$ cat config.mk
export PLATFORM = sky130hd
export DESIGN_NAME = pwl_activation_pipe
export DESIGN_NICKNAME = d
export VERILOG_FILES = /design/src/rtl/pwl_activation_pipe.sv
export SDC_FILE = /design/constraint.sdc
export NUM_CORES = 1
export LEC_CHECK = 0
export BUFFER_PORTS_ARGS = -buffer_cell sky130_fd_sc_hd__clkbuf_2
export CAP_MARGIN = 15
export CORE_ASPECT_RATIO = 0.9
export CORE_MARGIN = 4
export CORE_UTILIZATION = 35
export DETAILED_ROUTE_END_ITERATION = 10
export HOLD_SLACK_MARGIN = 0.1
export PLACE_DENSITY = 0.53
export SLEW_MARGIN = 40
export SYNTH_ARGS = -nofsm -noshare
export SYNTH_HDL_FRONTEND = slang
export SYNTH_SLANG_ARGS = --single-unit
$ cat constraint.sdc
create_clock -name clk -period 7.7 [get_ports clk]
set_input_delay 1.925 -clock clk [delete_from_list [all_inputs] [get_ports clk]]
set_output_delay 1.925 -clock clk [all_outputs]
set_load 0.05 [all_outputs]
$ cat src/rtl/pwl_activation_pipe.sv
// pwl_activation_pipe: pipelined piecewise-linear activation unit.
// Modes: 0 = PLAN sigmoid, 1 = tanh (via sigmoid of 2x), 2 = hard-sigmoid,
// 3 = saturating ReLU. One capture rank followed by three compute ranks
// (segment select, multiply-add, symmetry/clamp). A single enable
// (in_ready) advances or holds every rank together.
module pwl_activation_pipe #(
  parameter int IN_W    = 8,
  parameter int IN_FRAC = 4,
  parameter int OUT_W   = 8
) (
  input  logic             clk,
  input  logic             rst_n,
  input  logic             in_valid,
  output logic             in_ready,
  input  logic [IN_W-1:0]  in_data,
  input  logic [1:0]       in_mode,
  output logic             out_valid,
  input  logic             out_ready,
  output logic [OUT_W-1:0] out_data,
  output logic             out_sat
);

  localparam logic [1:0] M_SIG  = 2'd0;
  localparam logic [1:0] M_TANH = 2'd1;
  localparam logic [1:0] M_HSIG = 2'd2;
  localparam logic [1:0] M_RELU = 2'd3;

  // |v| width, fractional bits of the multiply-add result, accumulator width.
  // Five extra fractional bits keep p/32 and 27/32 exact even at OUT_W = 4.
  localparam int PW = IN_W + 2;
  localparam int FR = OUT_W + IN_FRAC + 5;
  localparam int AW = FR + IN_W + 2;
  localparam int SH = FR - OUT_W;

  // Segment thresholds on |v| (IN_FRAC fractional bits)
  localparam logic [PW-1:0] P_1    = PW'(1)  << IN_FRAC;
  localparam logic [PW-1:0] P_2375 = PW'(19) << (IN_FRAC - 3);
  localparam logic [PW-1:0] P_5    = PW'(5)  << IN_FRAC;

  // Segment offsets with FR fractional bits
  localparam logic signed [AW-1:0] ONE    = AW'(1)  << FR;
  localparam logic signed [AW-1:0] C_HALF = AW'(1)  << (FR - 1);
  localparam logic signed [AW-1:0] C_0625 = AW'(5)  << (FR - 3);
  localparam logic signed [AW-1:0] C_0844 = AW'(27) << (FR - 5);

  // Output-scale constants for the signed tanh result
  localparam logic signed [AW-1:0] HALF_OUT = AW'(1) << (OUT_W - 1);
  localparam logic signed [AW-1:0] QMAX     = HALF_OUT - AW'(1);

  localparam logic signed [IN_W-1:0] X_2 = IN_W'(2) << IN_FRAC;
  localparam logic [IN_W+OUT_W-1:0]  OMAX_Z = {{IN_W{1'b0}}, {OUT_W{1'b1}}};

  logic en;
  assign en       = !out_valid || out_ready;
  assign in_ready = en;

  // ---------------- capture rank ----------------
  logic            r0_valid;
  logic [IN_W-1:0] r0_x;
  logic [1:0]      r0_mode;

  // Capture the accepted sample together with its mode
  always_ff @(posedge clk) begin
    if (!rst_n) begin
      r0_valid <= 1'b0;
      r0_x     <= '0;
      r0_mode  <= '0;
    end else if (en) begin
      r0_valid <= in_valid;
      r0_x     <= in_data;
      r0_mode  <= in_mode;
    end
  end

  // ---------------- S1: |v|, sign, segment, flags ----------------
  logic [PW-1:0]          xe, v, p;
  logic                   neg;
  logic [1:0]             seg;
  logic                   sat1, sat2, sat3;
  logic [OUT_W-1:0]       r3;
  logic [IN_W+OUT_W-1:0]  xz;
  logic signed [IN_W-1:0] xs;

  // Form v, its magnitude and segment; precompute the ReLU result and flags
  always_comb begin
    xs  = $signed(r0_x);
    xe  = {{2{r0_x[IN_W-1]}}, r0_x};
    v   = (r0_mode == M_TANH) ? (xe << 1) : xe;
    neg = v[PW-1];
    p   = neg ? ((~v) + PW'(1)) : v;
    if (p >= P_5)         seg = 2'd3;
    else if (p >= P_2375) seg = 2'd2;
    else if (p >= P_1)    seg = 2'd1;
    else                  seg = 2'd0;
    sat2 = (xs >= X_2) || (xs <= -X_2);
    xz   = {{OUT_W{1'b0}}, r0_x};
    r3   = '0;
    sat3 = 1'b0;
    if (r0_x[IN_W-1]) begin
      r3   = '0;
      sat3 = 1'b1;
    end else if (xz > OMAX_Z) begin
      r3   = '1;
      sat3 = 1'b1;
    end else begin
      r3   = OUT_W'(xz);
    end
    case (r0_mode)
      M_HSIG:  sat1 = sat2;
      M_RELU:  sat1 = sat3;
      default: sat1 = (seg == 2'd3);
    endcase
  end

  logic             r1_valid, r1_neg, r1_sat;
  logic [1:0]       r1_mode, r1_seg;
  logic [PW-1:0]    r1_p;
  logic [IN_W-1:0]  r1_x;
  logic [OUT_W-1:0] r1_r3;

  // S1 register rank
  always_ff @(posedge clk) begin
    if (!rst_n) begin
      r1_valid <= 1'b0;
      r1_neg   <= 1'b0;
      r1_sat   <= 1'b0;
      r1_mode  <= '0;
      r1_seg   <= '0;
      r1_p     <= '0;
      r1_x     <= '0;
      r1_r3    <= '0;
    end else if (en) begin
      r1_valid <= r0_valid;
      r1_neg   <= neg;
      r1_sat   <= sat1;
      r1_mode  <= r0_mode;
      r1_seg   <= seg;
      r1_p     <= p;
      r1_x     <= r0_x;
      r1_r3    <= r3;
    end
  end

  // ---------------- S2: segment multiply-add ----------------
  logic signed [AW-1:0] pz, xa, acc;

  // Exact shift-and-add of the selected segment (or the hard-sigmoid line)
  always_comb begin
    pz = {{(AW-PW){1'b0}}, r1_p};
    xa = {{(AW-IN_W){r1_x[IN_W-1]}}, r1_x};
    if (r1_mode == M_HSIG) begin
      acc = (xa <<< (OUT_W + 3)) + C_HALF;
    end else begin
      case (r1_seg)
        2'd0:    acc = (pz << (OUT_W + 3)) + C_HALF;
        2'd1:    acc = (pz << (OUT_W + 2)) + C_0625;
        2'd2:    acc = (pz << OUT_W) + C_0844;
        default: acc = ONE;
      endcase
    end
  end

  logic                 r2_valid, r2_neg, r2_sat;
  logic [1:0]           r2_mode;
  logic signed [AW-1:0] r2_acc;
  logic [OUT_W-1:0]     r2_r3;

  // S2 register rank
  always_ff @(posedge clk) begin
    if (!rst_n) begin
      r2_valid <= 1'b0;
      r2_neg   <= 1'b0;
      r2_sat   <= 1'b0;
      r2_mode  <= '0;
      r2_acc   <= '0;
      r2_r3    <= '0;
    end else if (en) begin
      r2_valid <= r1_valid;
      r2_neg   <= r1_neg;
      r2_sat   <= r1_sat;
      r2_mode  <= r1_mode;
      r2_acc   <= acc;
      r2_r3    <= r1_r3;
    end
  end

  // ---------------- S3: symmetry, rescale, clamp ----------------
  logic signed [AW-1:0] y, ys, q, qc;
  logic [OUT_W-1:0]     res;

  // Mirror negative sigmoid inputs, floor to the output scale and clamp
  always_comb begin
    if ((r2_mode == M_SIG || r2_mode == M_TANH) && r2_neg) y = ONE - r2_acc;
    else                                                   y = r2_acc;
    ys = y >>> SH;
    q  = ys - HALF_OUT;
    if (q > QMAX)       qc = QMAX;
    else if (q < -QMAX) qc = -QMAX;
    else                qc = q;
    case (r2_mode)
      M_TANH: res = OUT_W'(qc);
      M_RELU: res = r2_r3;
      default: begin
        if (y < 0)         res = '0;
        else if (y >= ONE) res = '1;
        else               res = OUT_W'(ys);
      end
    endcase
  end

  // Output register; data is only replaced by real samples
  always_ff @(posedge clk) begin
    if (!rst_n) begin
      out_valid <= 1'b0;
      out_data  <= '0;
      out_sat   <= 1'b0;
    end else if (en) begin
      out_valid <= r2_valid;
      if (r2_valid) begin
        out_data <= res;
        out_sat  <= r2_sat;
      end
    end
  end

endmodule

# == After elaboration in Yosys (flattened, before gate mapping) ==
# Index checks and enable logic that the tools add are counted.
# totals
ff_bits,94
inputBits,14
out_inout_bits,11
elab_cells,70
# classes
addsub,7
n_lt_le_gt_ge,9
eq_ne,9
n_mux,16
bitwise_logic,1
reduce_logical,8
# ops
op,n
22-bit one-hot mux with 3 select lines,1
27-bit two-way mux,2
8-bit two-way mux,5
"27-bit by 19-bit greater-or-equal comparator with 1-bit output, second input constant",1
"27-bit by 1-bit less-than comparator with 1-bit output, second input constant",1
"19-bit by 27-bit subtractor with 27-bit output, first input constant",1
"21-bit by 17-bit adder with 22-bit output, second input constant",1
"20-bit by 17-bit adder with 21-bit output, second input constant",1
"19-bit by 18-bit adder with 20-bit output, second input constant",1
"18-bit by 17-bit adder with 19-bit output, second input constant",1
"19-bit by 8-bit greater-than comparator with 1-bit output, second input constant",1
"19-bit by 8-bit less-than comparator with 1-bit output, second input constant",1
"18-bit by 9-bit subtractor with 19-bit output, second input constant",1
8-bit one-hot mux with 2 select lines,1
"2-bit equality test, second input constant",6
"10-bit by 1-bit adder with 10-bit output, second input constant",1
"10-bit by 5-bit greater-or-equal comparator with 1-bit output, second input constant",1
"10-bit by 6-bit greater-or-equal comparator with 1-bit output, second input constant",1
"10-bit by 7-bit greater-or-equal comparator with 1-bit output, second input constant",1
10-bit two-way mux,1
10-bit inverter,1
"8-bit by 7-bit greater-or-equal comparator with 1-bit output, second input constant",1
"8-bit by 6-bit less-or-equal comparator with 1-bit output, second input constant",1
7-bit two-way mux,1
other kinds (9),16

# == Logic depth before layout (Yosys ltp) ==
# logic_depth
ltp_word,11
ltp_mapped,16
depth_no_buf,14

# == Worst setup path after synthesis ==
# OpenSTA, ideal clock, no wires.
# synth_path
path_type,input-to-output
from,in out_ready
to,out in_ready
arrival_ns,2.809
t_required_ns,5.775
setup_slack_ns,2.966
stages,4
n_path_buf,2
path_cell_list,nor2b_1 -> clkbuf_1 -> inv_2 -> clkbuf_1
# synth_between
elab_chain_cells,1
# synth_lines
item,line_no,source
"start, declared",18,"input logic out_ready,"
1-bit logical OR,54,assign en = !out_valid || out_ready;
"end, declared",14,"output logic in_ready,"
# Every way passes these cells.

# == Worst setup path in the final report ==
# Same ends and word-level chain as after synthesis.

==> reports/metrics.yaml <==
outcome:
  status: "finished clean"
synth:
  synth_top_family_by_area: "simple AND/OR/NAND/NOR gates"
  synth_top_area_share_pct: 33.0
  synth_edf_count: 0
  synth_top_cell_by_area: "dfxtp_1"
  syn_nets: 678
  synth_compound_gate_area_share_pct: 24.1
  ys_top_cells_by_area: "dfxtp_1 (33%), nand2_1 (9.8%), a21oi_1 (8.6%)"
  synthCells: 652
  synth.distinct_cells: 67
  yosysMostFrequentCell: "nand2_1"
  avgSynthCellArea_sq_um: 7.35
  synth_area_sq_mm: 0.00479
  synth_fa_ha_area_share_pct: 3.13
  synth_flop_cell: "dfxtp_1"
  yosys_warnings: 0
  synth-xor-area-share_pct: 5.28
  asyncSetResetFlopFracSynth_pct: 0
  synthTopCellsByCount: "nand2_1 (125), a21oi_1 (82), dfxtp_1 (79)"
  yosys.area_share.simple_pct: 26.6
  yosysSeqAreaShare_pct: 33.0
  ys_ff_latch: 79
  synth_mux_area_share_pct: 1.91
worst_setup_path:
  crit_arrival_ns: 2.50
  start_kind: "input pin"
  path_class: "input pin to primary output"
  worstPathMaxFanout: 2
  worstSetupEndpointType: "primary output"
  worstPathRequired_ns: 5.78
sta:
  slew_viol_final: 0
  rsz0062_at_grt: "false"
  hold_viol: 0
  min_period_over_period_pct: 57.4
  final-setup-viol-count: 0
  worst_pin_slew_ns: 0.772
  setup_tns_ns: 0
  fin_skew_ns: 0.00690
  fin_crit_ns: 4.42
  fmax_mhz: 226
  slew_headroom_pct: 48.4
job:
  cap_violations: 0
die:
  dieArea_sq_mm: 0.0156
  ioPinCount: 25
  start_util_pct: 35.9
  core_area_sq_mm: 0.0134
  die_y_microns: 119
  row_count: 40
  die_x_microns: 131
placement:
  dp_hpwl_mm: 8.68
  portBuffers: 24
  placed_cells: 791
  postPlaceCellArea_sq_mm: 0.00492
  finalWeightedCongestion: 0.846
cts:
  clk_latency_ns: 0.34
  clock-sinks: 79
  cts_max_path_buffers: 2
  cts_setup_buffers: 0
  cts_inserted_buffers: 9
  cts_tree: "done"
  path_clk_slew_ns: 0.06
  cts_max_level: 3
  cts_resized: 0
  cts_hold_buffers: 0
  ctsRootBufferMaster: "clkbuf_16"
drt:
  route.detailed.drc: 0
  vias_per_cell: 5.57
  drt_iter0_drc: 328
  ant_nets: 0
  first_pass_iters: 5
  post_drt_wl_per_cell_microns: 15.7
  postRouteWirelength_mm: 12.7
  vias: 4492
finish:
  fill_cells: 1448
  drive_gt1_share_pct: 9.09
  stdcell_count: 806
  final_net_count: 660
  area_growth_pct: 9.06
  final_area_sq_mm: 0.00523
  antenna-diode-count: 0
power:
  total_leakage_power_nw: 1.89
  ir_worst_vdd_mv: 0.129
  power_density_mw_per_mm2: 223
global_routing:
  gr-usage-all-layers_pct: 16.4
  grt_pass1_wl_mm: 21.2
  overflow: 0
  grt_pass1_vias: 4292
  grt_max_degree: 77
  antenna_found_initial: 0
hold_path:
  hold_class: "flop to flop"
==> per-stage QoR <==
step | power [mW] | worst slack [ns] | utilization, % | hold slack, ns
global route | 1.23 | 3.26 | 39.1 | 0.465
detailed placement | 0.730 | 3.28 | 36.8 | 0.445
global placement | 0.725 | 3.27 | 36.8 | 0.439
finish | 1.16 | 3.28 | 39.1 | 0.453
CTS | 1.18 | 3.28 | 39.1 | 0.454
floorplan | 0.678 | 2.97 | - | 0.432
==> final cells by class <==
cell class,instances,area [sq um],area share [%]
Tap cell,168,210,4.02
Timing Repair Buffer,26,135,2.59
Clock inverter,5,67.6,1.29
Multi-Input combinational cell,503,2930,56.1
Clock buffer,10,239,4.57
Sequential cell,79,1580,30.3
Inverter,15,58.8,1.13
==> worst paths after layout <==
kind	startpoint	to	slack (ns)	cells after the start
worst max-delay path	out_ready	in_ready	3.28	4
worst min-delay path	r1_x[0]$_SDFFE_PN0N_	r1_x[0]$_SDFFE_PN0N_	0.45	2
worst max register to register	r2_mode[1]$_SDFFE_PN0N_	out_data[4]$_SDFFE_PN0P_	3.73	13
worst min register to register	r1_x[0]$_SDFFE_PN0N_	r1_x[0]$_SDFFE_PN0N_	0.45	2
==> cells by family after synthesis <==
group                    count (synthesis)
flip-flops                              79
AND/OR/NAND/NOR                        267
adder cells (fa/ha/maj)                 12
XOR/XNOR                                28
buffers and inverters                   70
multiplexers                             9
AO/OA/AOI/OAI                          187
==> sequential cells by signal (all words and copies together) (netlist names), 2 cells and up <==
| name | count |
|---|---|
| out_data | 8 |
| r1_seg | 2 |
| r2_r3 | 7 |
| r2_acc | 15 |
| r1_mode | 2 |
| r2_mode | 2 |
| r1_x | 7 |
| r0_x | 8 |
| r0_mode | 2 |
| r1_r3 | 7 |
| r1_p | 10 |
==> cells in the final DEF, fill, tap and decap left out, drive strengths merged, types with 3 or more instances in the layout <==
| cell type | n |
|---|---|
| nor3 | 15 |
| nand4b | 3 |
| mux2i | 8 |
| xnor2 | 22 |
| a31oi | 13 |
| nor2b | 11 |
| or3 | 3 |
| a311oi | 3 |
| o221ai | 4 |
| nor4 | 3 |
| clkbuf | 34 |
| nor3b | 3 |
| inv | 16 |
| o32ai | 3 |
| xor2 | 6 |
| a22o | 3 |
| o21ai | 30 |
| nand2b | 11 |
| clkinv | 3 |
| nand2 | 125 |
| and3 | 3 |
| a211oi | 9 |
| ha | 12 |
| o22ai | 3 |
| o211ai | 6 |
| a21oi | 84 |
| nand3 | 25 |
| a21o | 7 |
| nor2 | 44 |
| dfxtp | 79 |
| nand4 | 11 |
==> metal layers <==
layer	part of all wire (%)	GRT usage, %	up-vias	routed length (microns)
li1	-	-	2262	-
met1	50	22.7	2140	6340
met2	45	25.1	75	5660
met3	3.5	4.01	15	438
met4	1.7	5.45	0	216
met5	0	0	-	0
==> power breakdown <==
part	switching [mW]	internal [mW]
Sequential	0.0440	0.433
Clock	0.178	0.262
Combinational	0.144	0.103
==> critical path, stage by stage <==
cell	delay, ns
clkbuf_2	0.10
nor2b_4	0.18
inv_2	0.05
clkbuf_2	0.23
Note: power is estimated with default switching activity, not from simulation.
